### src/rtl/button_press_counter_pkg.sv
// button_press_counter_pkg: shared FSM encoding and default sizing for the button press counter.
package button_press_counter_pkg;
  typedef enum logic [1:0] {
    RELEASED = 2'd0,
    PRESSED  = 2'd1,
    REPEAT   = 2'd2
  } state_e;
  localparam int DIV_BITS_DEF       = 16;
  localparam int STABLE_SAMPLES_DEF = 4;
endpackage

### src/rtl/button_press_counter_sample_tick.sv
// sample_tick: free-running prescaler emitting a one-cycle enable when the count is all-ones.
module sample_tick
  import button_press_counter_pkg::*;
#(
  parameter int DIV_BITS = DIV_BITS_DEF
) (
  input  logic CLK,
  input  logic RST,
  output logic tick
);
  logic [DIV_BITS-1:0] div_q;
  always_ff @(posedge CLK) begin
    if (RST) div_q <= '0;
    else     div_q <= div_q + 1'b1;
  end
  assign tick = &div_q;
endmodule

### src/rtl/button_press_counter.sv
// button_press_counter: synchronise, debounce and count presses of a bouncy button on LED.
// Define HOLD_REPEAT_EN to auto-repeat the count while the button stays held.
module button_press_counter
  import button_press_counter_pkg::*;
#(
  parameter int DIV_BITS       = DIV_BITS_DEF,
  parameter int STABLE_SAMPLES = STABLE_SAMPLES_DEF,
  parameter int CNT_W          = 8,
  parameter int REPEAT_DELAY   = 64,
  parameter int REPEAT_RATE    = 16
) (
  input  logic             CLK,
  input  logic             RST,
  input  logic             BTN,
  output logic [CNT_W-1:0] LED,
  output logic             PRESS,
  output logic             BTN_STABLE
);
  localparam int AW = $clog2(STABLE_SAMPLES + 1);
  logic          tick;
  logic          sync1_q, sync2_q, stable_q, stable_d, press_q, flip, rise, fall;
  logic [AW-1:0] agree_q, agree_d, agree_n;
  logic [CNT_W-1:0] cnt_q;
  state_e        state_q;
`ifdef HOLD_REPEAT_EN
  localparam int RMAX = REPEAT_DELAY > REPEAT_RATE ? REPEAT_DELAY : REPEAT_RATE;
  localparam int RW   = $clog2(RMAX + 1);
  logic [RW-1:0] rep_q;
  logic          rep_hit;
  assign rep_hit = rep_q == RW'((state_q == PRESSED ? REPEAT_DELAY : REPEAT_RATE) - 1);
`endif
  sample_tick #(.DIV_BITS(DIV_BITS)) u_tick (.CLK(CLK), .RST(RST), .tick(tick));
  // The FSM looks at the debounced level being written this cycle, so PRESS lands with BTN_STABLE.
  always_comb begin
    agree_n  = sync2_q == stable_q ? '0 : agree_q + 1'b1;
    flip     = tick && sync2_q != stable_q && agree_n == AW'(STABLE_SAMPLES);
    agree_d  = !tick ? agree_q : flip ? '0 : agree_n;
    stable_d = stable_q ^ flip;
    rise     = stable_d && !stable_q;
    fall     = !stable_d && stable_q;
  end
  always_ff @(posedge CLK) begin
    if (RST) begin
      sync1_q  <= 1'b0;
      sync2_q  <= 1'b0;
      agree_q  <= '0;
      stable_q <= 1'b0;
      press_q  <= 1'b0;
      cnt_q    <= '0;
      state_q  <= RELEASED;
`ifdef HOLD_REPEAT_EN
      rep_q    <= '0;
`endif
    end else begin
      sync1_q  <= BTN;
      sync2_q  <= sync1_q;
      agree_q  <= agree_d;
      stable_q <= stable_d;
      press_q  <= 1'b0;
      if (state_q == RELEASED) begin
        if (rise) begin
          state_q <= PRESSED;
          press_q <= 1'b1;
          cnt_q   <= cnt_q + 1'b1;
        end
      end else if (fall) begin
        state_q <= RELEASED;
`ifdef HOLD_REPEAT_EN
        rep_q   <= '0;
      end else if (tick) begin
        rep_q <= rep_hit ? '0 : rep_q + 1'b1;
        if (rep_hit) begin
          state_q <= REPEAT;
          press_q <= 1'b1;
          cnt_q   <= cnt_q + 1'b1;
        end
`endif
      end
    end
  end
  assign LED        = cnt_q;
  assign PRESS      = press_q;
  assign BTN_STABLE = stable_q;
endmodule

### config.mk
export PLATFORM = sky130hd
export DESIGN_NAME = button_press_counter
export DESIGN_NICKNAME = d
export VERILOG_FILES = /design/src/rtl/button_press_counter_pkg.sv /design/src/rtl/button_press_counter_sample_tick.sv /design/src/rtl/button_press_counter.sv
export SDC_FILE = /design/constraint.sdc
export NUM_CORES = 1
export LEC_CHECK = 0
export ABC_AREA = 1
export CORE_MARGIN = 1.5
export CORE_UTILIZATION = 60
export CTS_BUF_LIST = sky130_fd_sc_hd__clkbuf_4
export DETAILED_ROUTE_END_ITERATION = 10
export PLACE_DENSITY_LB_ADDON = 0.3
export RECOVER_POWER = 100
export SLEW_MARGIN = 5
export SYNTH_ARGS = -nofsm -noshare
export SYNTH_HDL_FRONTEND = slang
export SYNTH_SLANG_ARGS = --single-unit
### constraint.sdc
create_clock -name CLK -period 3.85 [get_ports CLK]
set_clock_uncertainty 0.1 [all_clocks]
set_input_delay 0.385 -clock CLK [delete_from_list [all_inputs] [get_ports CLK]]
set_output_delay 0.385 -clock CLK [all_outputs]
set_load 0.02 [all_outputs]
==> results_dict.tcl, run 1 <==
set metrics [dict create \
    antenna_left 0 \
    ys_seq_area_share_pct 42.9 \
    via_per_inst 5.18 \
    drive_above_1_share_pct 8.26 \
    status "finished clean" \
    end_kind "register" \
    post-dp-hpwl_um 2020 \
    routedWlPerCell_um 11.0 \
    synthCells 200 \
    layout_common_cells "nand2_1 (42), dfxtp_1 (32), nor2_1 (32), inv_1 (23), a21oi_1 (19)" \
    path_cells "ha_1 > nand2_1 > nor2_1 > nand2_1 > nor2_1 > nand2_1 > nor2_1 > ha_1 > inv_1 > nor2_1 > nand2_1 > nor2_1 > a21oi_1 > o21a_1" \
    wl_um 2700 \
    power_density_nw_per_um2 324 \
    io_pins 13 \
    cts_max_path_buffers 2 \
    numCtsBuffers 5 \
    cp.required_ps 3970 \
    synthesis.nets 208 \
    worst_slew_pin_slew_ps 864 \
    cts_setup_buffers 0 \
    fp.dieW_um 52.9 \
    maxSlewViolCount 0 \
    clock_latency_ps 320 \
    critPathMaxFanout 7 \
    setup_viol 0 \
    grt_pass1_wl_um 4640 \
    htreeDepth 2 \
    clkSlewWorstSetupHoldPaths_ps 90 \
    ir_drop_uv 269 \
    synthDistinctLibCells 24 \
    num_rows 17 \
    hold_path.class "register to register" \
    post_cts_resized 0 \
    slowest_delay_ps 370 \
    mostFrequentLayoutCell "nand2_1" \
    cp_data_arrival_time_ps 3010 \
    crit_buf_inv 1 \
    antenna_found_initial 0 \
    drc 0 \
    hold_viol_final 0 \
    overflow 0 \
    die_area_um2 2800 \
    fmax_mhz 346 \
    fin_nets 225 \
    cts_sinks 32 \
    cts_tree "built" \
    max_cap_viol_count 0 \
    grt_usage_pct 23.0 \
    insertedDiodeCount 0 \
    placed_cell_area_um2 1640 \
    grt_pass1_vias 1181 \
    gp_congestion 0.854 \
    core_um2 2280 \
    cts_root_buf "clkbuf_4" \
    hold_buffers 0 \
    yosysWarningCount 0 \
    leakage_nw 0.664 \
    finalSetupTns_ps 0 \
    area_growth_pct 12.0 \
    dp_slack_ps 1450 \
    first_iter_violations 41 \
    syn_area_per_cell_um2 7.46 \
    dieHeight_um 52.9 \
    criticalPathCategory "register to register" \
    rsz0062_at_grt "no" \
    cp-start-kind "register" \
    setup_ws_ps 956 \
    final_cell_area_um2 1670 \
    synth.cell_area_um2 1490 \
    firstDrtPassIters 4 \
    ys_ff_latch 32 \
    slew_headroom_pct 42.2 \
    crit_family "simple AND/OR/NAND/NOR gates" \
    worst_hold_slack_ps 316 \
    grt_max_degree 25 \
    cpMaxStageDelayCell "dfxtp_1" \
    vias 1275 \
    initial_core_util_pct 65.6 \
    period_minus_slack_ps 2890 \
    io_buffers 12 \
    period_share_pct 75.2 \
    crit_path_frequent_cell "nor2_1" \
]
[synthesized netlist by cell type, drive strengths merged]
| master | instances | area share (%) |
|---|---|---|
| nand2 | 46 | 13 |
| inv | 24 | 6.0 |
| xnor2 | 1 | 0.59 |
| a21oi | 19 | 6.4 |
| nor3 | 1 | 0.33 |
| nand3 | 12 | 4.0 |
| dfxtp | 32 | 43 |
| xor2 | 4 | 2.3 |
| ha | 5 | 4.2 |
| and2 | 1 | 0.42 |
| o21bai | 1 | 0.50 |
| nor2 | 36 | 12 |
| clkbuf | 2 | 0.50 |
| or2 | 3 | 1.3 |
| o21a | 3 | 1.5 |
| nand3b | 1 | 0.50 |
| o21ai | 7 | 2.3 |
| nand4 | 2 | 0.84 |
[worst reg2reg max path: cells and delay by family, from the launching register on]
kind                     cells  cell delay, ps
AND/OR/NAND/NOR              9            1700
flip-flops                   1             370
adder cells (fa/ha/maj)      2             350
AO/OA/AOI/OAI                2             240
buffers and inverters        1              40
[stage by stage]
stage          cells  util, %  total power, mW
2_1_floorplan    200        -            0.355
3_3_place_gp     238     72.1            0.360
3_5_place_dp     238     72.1            0.361
4_1_cts          246     74.5            0.547
5_1_grt          246     73.4            0.563
6_report         246     73.4            0.541
[state kept, by name, summed over array words and instances, names as in the netlist]
signal and count:
sync1_q 1, BTN_STABLE 1, agree_q 3, PRESS 1, sync2_q 1, LED 8
state_q 1, u_tick.div_q 16
[kinds of logic after synthesis]
family,after synthesis,synth area share [%]
AND/OR/NAND/NOR,102,32.7
flip-flops,32,42.9
AO/OA/AOI/OAI,30,10.7
buffers and inverters,26,6.54
XOR/XNOR,5,2.93
adder cells (fa/ha/maj),5,4.19
[final cells by class]
cell class	count	area, µm²
inverters	24	90.1
clock inverters	1	3.75
clock buffers	7	52.6
fillers	177	604
flip-flops and latches	32	641
multi-input cells	142	729
repair buffers	12	120
well taps	28	35.0
[worst paths after layout]
kind                                      start      end  slack [ps]  cells past startpoint
worst max-delay path            u_tick.div_q[0]   LED[4]         960                     14
worst min register to register          sync1_q  sync2_q         320                      2
worst min-delay path                    sync1_q  sync2_q         320                      2
worst max register to register  u_tick.div_q[0]   LED[4]         960                     14
[layer usage]
metal | GRT usage (%) | wire, µm | vias to the layer above
met5 | 0 | 0 | -
met4 | 12.8 | 42 | 0
met3 | 5.93 | 99 | 4
met2 | 38.3 | 1290 | 24
met1 | 26.6 | 1270 | 580
li1 | - | - | 667
[power breakdown]
part | leakage (nW) | internal (mW) | switching, mW
Sequential | 0.259 | 0.334 | 0.00192
Combinational | 0.372 | 0.00581 | 0.0105
Clock | 0.0338 | 0.0843 | 0.104
Total | 0.664 | 0.424 | 0.117
No activity file was read; power rests on OpenSTA's default activity.
==> inputs of run 2 (changes only) <==
--- a/config.mk
+++ b/config.mk
@@ -7,7 +7,7 @@
 export LEC_CHECK = 0
 export ABC_AREA = 1
 export CORE_MARGIN = 1.5
-export CORE_UTILIZATION = 60
+export CORE_UTILIZATION = 59
 export CTS_BUF_LIST = sky130_fd_sc_hd__clkbuf_4
 export DETAILED_ROUTE_END_ITERATION = 10
 export PLACE_DENSITY_LB_ADDON = 0.3
==> constraint.sdc (replaced) <==
create_clock -name CLK -period 3.01 [get_ports CLK]
set_clock_uncertainty 0.1 [all_clocks]
set_input_delay 0.301 -clock CLK [delete_from_list [all_inputs] [get_ports CLK]]
set_output_delay 0.301 -clock CLK [all_outputs]
set_load 0.02 [all_outputs]
==> run 2 against run 1 <==
  * Wire length is 4.6% higher
  * Largest power group unchanged
  * Final cell count is 1.2% higher
  * Non-clock buffer count is 1 higher
  * Clock-buffer cell count is 2 lower
  * Clock power is 70% higher
  * Sequential share of layout area is 0.45 points lower
  * Register-to-register slack worse by 480 ps
  * Cell area is 1.2% higher
  * Sequential power is 28% higher
  * Sequential cell count stayed put
==> results_dict.tcl, run 2 (synthesis gave the netlist of run 1 again) <==
set metrics [dict create \
    path_depth 14 \
    p_int_mw 0.605 \
    clockPowerShare_pct 41.6 \
    seq_power_share_pct 55.7 \
    end_kind "register" \
    cpMaxStageDelayCell "dfxtp_1" \
    cts_tree "built" \
    slowest_delay_ps 370 \
    gp_congestion 0.795 \
    hold_depth 2 \
    netSwitchingPower_mw 0.168 \
    via_per_inst 5.22 \
    r2r_cells 14 \
    fp.dieW_um 53.3 \
    grt_pass1_wl_um 4600 \
    worst_slew_pin_slew_ps 606 \
    mostFrequentLayoutCell "nand2_1" \
    clkSlewWorstSetupHoldPaths_ps 120 \
    critPathMaxFanout 7 \
    maxSlewViolCount 0 \
    hold_buffers 0 \
    firstDrtPassIters 5 \
    fin_nets 226 \
    cp-start-kind "register" \
    largest_reg_flops 16 \
    overflow 0 \
    area_growth_pct 13.3 \
    core_um2 2430 \
    crit_path_frequent_cell "nand2_1" \
    numCtsBuffers 5 \
    slew_headroom_pct 59.6 \
    rr_endpoint "LED[5]" \
    critPathLaunch "u_tick.div_q[0]" \
    cts_sinks 32 \
    cp.required_ps 3180 \
    hold_path.class "register to register" \
    switching_share_pct 21.7 \
    worstReg2RegStart "u_tick.div_q[0]" \
    hold_viol_final 0 \
    crit_buf_inv 1 \
    num_rows 18 \
    period_share_pct 84.3 \
    initial_core_util_pct 61.4 \
    criticalPathCategory "register to register" \
    io_pins 13 \
    setup_viol 0 \
    ir_drop_uv 460 \
    grt_max_degree 15 \
    first_iter_violations 33 \
    max_cap_viol_count 0 \
    regMostFlops "u_tick.div_q" \
    rsz0062_at_grt "no" \
    drc 0 \
    routedWlPerCell_um 11.4 \
    post_cts_resized 0 \
    layout_common_cells "nand2_1 (42), dfxtp_1 (32), nor2_1 (32), inv_1 (23), a21oi_1 (19)" \
    die_area_um2 2840 \
    final_cell_area_um2 1690 \
    antenna_found_initial 0 \
    finalSetupTns_ps 0 \
    clock_latency_ps 350 \
    antenna_left 0 \
    crit_family "simple AND/OR/NAND/NOR gates" \
    combPwrFrac_pct 2.7 \
    drive_above_1_share_pct 7.76 \
    grt_pass1_vias 1156 \
    wl_um 2830 \
    vias 1301 \
    nFillCells 229 \
    cp_data_arrival_time_ps 2710 \
    cts_setup_buffers 0 \
    fmax_mhz 394 \
    leakage_nw 0.671 \
    placed_cell_area_um2 1650 \
    post-dp-hpwl_um 2160 \
    cts_root_buf "clkbuf_4" \
    period_minus_slack_ps 2540 \
    dieHeight_um 53.3 \
    io_buffers 12 \
    htreeDepth 2 \
    path_cells "ha_1 > nand2_1 > nor2_4 > nand2_1 > nor2_1 > nand2_1 > nor2_1 > ha_1 > inv_1 > nor2_2 > nand2_1 > nor2_1 > nand3_1 > a21oi_1" \
    r2r_slack_ps 470 \
    status "finished clean" \
    insertedDiodeCount 0 \
    cts_max_path_buffers 2 \
    grt_usage_pct 22.9 \
    power_density_nw_per_um2 457 \
    crit_end "LED[5]" \
    worstHoldStart "sync1_q" \
]
[run 2: changes by cell type in the layout (fill, tap and decap cells not counted), sizes merged]
cell,change
bufinv,+1
clkbuf,-1
clkinv,+1
[run 2: worst min-delay path, delay by kind of cell, from the launching register on]
kind / cells / cell delay (ps)
simple gates: 1 / 30
buf+inv: 1 / 40
flops: 1 / 320
[run 2: per-stage QoR]
| stage | power [mW] | setup WS (ps) | hold WS (ps) | utilization [%] | std cells |
|---|---|---|---|---|---|
| 2_1_floorplan | 0.454 | 915 | 288 | - | 200 |
| 3_3_place_gp | 0.461 | 743 | 298 | 67.8 | 241 |
| 3_5_place_dp | 0.463 | 646 | 305 | 67.8 | 241 |
| 4_1_cts | 0.779 | 636 | 322 | 70.9 | 249 |
| 5_1_grt | 0.797 | 215 | 342 | 69.5 | 249 |
| 6_report | 0.773 | 473 | 316 | 69.5 | 249 |
[run 2: worst min path at each step]
stage / end
finish: sync2_q
detailed placement: sync2_q
floorplan: sync2_q
CTS: sync2_q
global route: sync2_q
global placement: sync2_q
[run 2: power groups by stage]
stage	clock, mW	combinational [mW]	sequential, mW
2_1_floorplan	0	0.0147	0.439
3_3_place_gp	0	0.0212	0.440
3_5_place_dp	0	0.0226	0.440
4_1_cts	0.325	0.0227	0.430
5_1_grt	0.343	0.0238	0.431
6_report	0.322	0.0207	0.430
[run 2: metal layers]
| metal | track usage, % | up-vias | routed length, µm |
|---|---|---|---|
| met5 | 0 | - | 0 |
| met4 | 11.5 | 0 | 65 |
| met3 | 5.93 | 8 | 117 |
| met2 | 42.6 | 25 | 1470 |
| met1 | 23.0 | 601 | 1170 |
| li1 | - | 667 | - |
[run 2: area by class of cell]
| class | count | area (µm²) | area share (%) |
|---|---|---|---|
| Inverter | 24 | 90.1 | 5.33 |
| Sequential cell | 32 | 641 | 37.9 |
| Clock buffer | 5 | 37.5 | 2.22 |
| Tap cell | 30 | 37.5 | 2.22 |
| Multi-Input combinational cell | 142 | 724 | 42.8 |
| Timing Repair Buffer | 13 | 124 | 7.32 |
| Clock inverter | 3 | 37.5 | 2.22 |
